[src/rtl/eric_clapton_core.sv]
// Two-stage pipeline: registers three 4-bit operands, mixes them with
// choose/majority/rotate-sum logic and registers the odd parity of the sum.
module eric_clapton_core (
   input  logic       clk,
   input  logic       reset,
   input  logic [3:0] A_e,
   input  logic [3:0] B_e,
   input  logic [3:0] C_e,
   output logic       Yout
);

   logic [3:0] r_a;
   logic [3:0] r_b;
   logic [3:0] r_c;
   logic       r_yout;
   logic [3:0] w_ch;
   logic [3:0] w_maj;
   logic [3:0] w_s0;
   logic [3:0] w_t;

   function automatic logic [3:0] rotr4(input logic [3:0] v, input int unsigned n);
      logic [7:0] w;
      w = {v, v} >> n;
      return w[3:0];
   endfunction

   function automatic logic parity4(input logic [3:0] v);
      return ^v;
   endfunction

   // Stage 1: operand capture, cleared asynchronously
   always_ff @(posedge clk or negedge reset) begin
      if (!reset) begin
         r_a <= 4'd0;
         r_b <= 4'd0;
         r_c <= 4'd0;
      end else begin
         r_a <= A_e;
         r_b <= B_e;
         r_c <= C_e;
      end
   end

   // Stage 2 combinational mix; the 4-bit sum drops carries so it wraps mod 16
   always_comb begin
      w_ch  = (r_a & r_b) | (~r_a & r_c);
      w_maj = (r_a & r_b) | (r_a & r_c) | (r_b & r_c);
      w_s0  = rotr4(r_a, 32'd1) ^ rotr4(r_a, 32'd2) ^ rotr4(r_a, 32'd3);
      w_t   = w_ch + w_maj + w_s0 + r_c;
   end

   // Result register: odd parity of the stage-2 sum
   always_ff @(posedge clk or negedge reset) begin
      if (!reset) begin
         r_yout <= 1'b0;
      end else begin
         r_yout <= parity4(w_t);
      end
   end

   assign Yout = r_yout;

endmodule

[config.mk]
export PLATFORM = sky130hd
export DESIGN_NAME = eric_clapton_core
export DESIGN_NICKNAME = d
export VERILOG_FILES = /design/src/rtl/eric_clapton_core.sv
export SDC_FILE = /design/constraint.sdc
export NUM_CORES = 1
export LEC_CHECK = 0
export CORE_MARGIN = 10
export CORE_UTILIZATION = 44
export CTS_CLUSTER_SIZE = 10
export DETAILED_ROUTE_END_ITERATION = 7
export GPL_ROUTABILITY_DRIVEN = 0
export PLACE_DENSITY = 0.75
export SLEW_MARGIN = 30
export SYNTH_ARGS = -nofsm -noshare
export SYNTH_HDL_FRONTEND = slang
export SYNTH_SLANG_ARGS = --single-unit
[constraint.sdc]
create_clock -name clk -period 3.25 [get_ports clk]
set_input_delay 0.975 -clock clk [delete_from_list [all_inputs] [get_ports clk]]
set_output_delay 0.975 -clock clk [all_outputs]
set_load 0.01 [all_outputs]
==> results.sh <==
export IMPL_run_status="completed"
export IMPL_synth_distinct_cells=12
export IMPL_irDropWorstVdd_mv=0.288
export IMPL_antenna_found_initial=0
export IMPL_row_count=14
export IMPL_rsz0062_at_grt="false"
export IMPL_ys_warn_count=0
export IMPL_ys_seq_area_share_pct=46.8
export IMPL_drtIter0Drc=5
export IMPL_antenna_left=0
export IMPL_drv_cap=0
export IMPL_async_flop_share_pct=100
export IMPL_hp_class="reg2reg"
export IMPL_drv_slew=0
export IMPL_cts_buffers=3
export IMPL_final_setup_viol_count=0
export IMPL_tightest_slew_ns=0.541
export IMPL_cts_resized=0
export IMPL_utilization_pct=58.6
export IMPL_antennaDiodeCount=0
export IMPL_clk_pin_slew_ns=0.07
export IMPL_fin_crit_sh_pct=95.4
export IMPL_syn_num_nets=72
export IMPL_cp_max_fo=4
export IMPL_switching_share_pct=29.0
export IMPL_hold_viol_final=0
export IMPL_min_period_ns=3.10
export IMPL_synth_seq_cells=13
export IMPL_cts_setup_buffers=0
export IMPL_grt_pass1_wl_um=1900
export IMPL_power_density_mw_per_mm2=591
export IMPL_vias=389
export IMPL_yosys_top_cells_count="dfrtp_1 (13), xnor2_1 (10), inv_1 (7)"
export IMPL_power_frac_comb_pct=45.7
export IMPL_ys_flop_type="dfrtp_1"
export IMPL_synthTopCellsByArea="dfrtp_1 (47%), fa_1 (17%), xnor2_1 (13%), mux2i_1 (4.3%), inv_1 (3.8%)"
export IMPL_synth_cells=50
export IMPL_cts_root_buf="clkbuf_4"
export IMPL_clkPwrFrac_pct=17.9
export IMPL_viasPerCell=4.63
export IMPL_grt_overflow=0
export IMPL_drive_above_1_share_pct=7.35
export IMPL_clockBufferDepth=2
export IMPL_p_int_w=0.000370
export IMPL_port_buffer_count=14
export IMPL_tns_ns=0
export IMPL_core_area_mm2=0.00151
export IMPL_slew_headroom_pct=63.8
export IMPL_nets=91
export IMPL_end_kind="flop"
export IMPL_die_height_um=59.8
export IMPL_fin_skew_ns=0.00142
export IMPL_fmaxAchievable_ghz=0.323
export IMPL_clock_sinks=13
export IMPL_avgSynthCellArea_um2=13.9
export IMPL_p_sw_w=0.000151
export IMPL_synth_edff_count=0
export IMPL_dp_final_hpwl_um=955
export IMPL_fp_dieW_um=59.8
export IMPL_htree_levels=1
export IMPL_cts_tree="yes"
export IMPL_yosysMostFrequentCell="dfrtp_1"
export IMPL_synth_top_area_share_pct=46.8
export IMPL_initial_core_util_pct=46.2
export IMPL_grt_max_degree=14
export IMPL_cp_start_kind="flop"
export IMPL_crit_arrival_ns=3.24
export IMPL_seq_power_share_pct=36.4
export IMPL_nFillCells=136
export IMPL_wl_per_cell_um=13.4
export IMPL_p_leak_nw=0.402
export IMPL_routed_wl_um=1120
export IMPL_synth_top_cell_by_area="dfrtp_1"
export IMPL_dr_pass1_iters=2
export IMPL_ctsHoldBuffers=0
export IMPL_critPathRequiredTime_ns=3.39
export IMPL_io_pin_count=15
export IMPL_dieArea_mm2=0.00357
export IMPL_clock_latency_ns=0.26
export IMPL_drc_errors=0
export IMPL_crit_type="reg2reg"
export IMPL_area_growth_pct=26.8
export IMPL_synthesis_area_um2=696
export IMPL_grt_usage_pct=7.39
export IMPL_grt_pass1_vias=434
-- per-stage QoR --
stage | area, um^2 | setup WS (ns) | std cells | hold slack, ns | total power, W
finish | 882 | 0.151 | 84 | 0.817 | 0.000522
global route | 882 | 0.0338 | 84 | 0.890 | 0.000564
floorplan | 696 | 0.329 | 50 | 0.679 | 0.000370
global placement | 856 | 0.248 | 80 | 0.766 | 0.000417
CTS | 882 | 0.133 | 84 | 0.838 | 0.000533
detailed placement | 856 | 0.155 | 80 | 0.824 | 0.000437
-- logic make-up after synthesis --
group,share of synthesized area (%)
compound gates,5.57
flops,46.8
xor+xnor,18.2
simple gates,0.539
buf+inv,3.78
fa+ha+maj,20.9
mux,4.32
-- registers in the layout, summed over array words and instances (netlist names) --
| signal | flops |
|---|---|
| r_b | 4 |
| r_c | 4 |
| Yout | 1 |
| r_a | 4 |
-- layout by cell type (no fill, tap or decap), drive strengths merged --
master         netlist  final
inv                  7      7
clkdlybuf4s50        0     14
mux2i                3      3
dfrtp               13     13
o21ai                3      3
xor2                 1      1
clkbuf               0      4
fa                   6      6
a21o                 3      3
xnor3                1      1
xnor2               10     10
ha                   2      2
nand2                1      1
-- metal layers --
metal | track usage (%) | vias to the layer above | wire (um)
met4 | 5.77 | 0 | 10
met1 | 8.36 | 188 | 448
met5 | 0 | - | 0
met2 | 10.6 | 7 | 604
met3 | 3.18 | 2 | 60
li1 | - | 192 | -
-- worst paths after layout --
path | slack (ns) | start | cells after the start | end
setup / recovery | 0.15 | r_a[1]$_DFF_PN0_ | 10 | Yout$_DFF_PN0_
hold / removal | 0.82 | r_c[3]$_DFF_PN0_ | 3 | Yout$_DFF_PN0_
setup reg to reg | 0.15 | r_a[1]$_DFF_PN0_ | 10 | Yout$_DFF_PN0_
hold reg to reg | 0.82 | r_c[3]$_DFF_PN0_ | 3 | Yout$_DFF_PN0_
max in group asynchronous | 1.83 | reset | 1 | r_b[3]$_DFF_PN0_
min in group asynchronous | 1.06 | reset | 1 | r_c[2]$_DFF_PN0_
-- power groups by stage --
| stage | clock (W) | combinational, W | sequential (W) |
|---|---|---|---|
| finish | 0.0000934 | 0.000238 | 0.000190 |
| global route | 0.000110 | 0.000262 | 0.000192 |
| CTS | 0.0000987 | 0.000244 | 0.000190 |
| detailed placement | 0 | 0.000244 | 0.000193 |
| global placement | 0 | 0.000226 | 0.000191 |
| floorplan | 0 | 0.000176 | 0.000194 |
-- worst max-delay path: stages (launching register included) --
cell and delay (ns):
dfrtp_1 0.47, a21o_2 0.12, o21ai_0 0.09, fa_1 0.50
inv_1 0.06, fa_1 0.47, ha_1 0.22, fa_1 0.45
xnor2_1 0.15, xnor2_1 0.20, xnor3_1 0.25
-- final cells by class --
class,count,area (um^2),area share (%)
clock buffers,4,26.3,2.98
flip-flops and latches,13,325,36.9
repair buffers,14,140,15.9
well taps,16,20.0,2.27
multi-input cells,30,344,39.0
inverters,7,26.3,2.98
(Power assumes the default switching activity.)
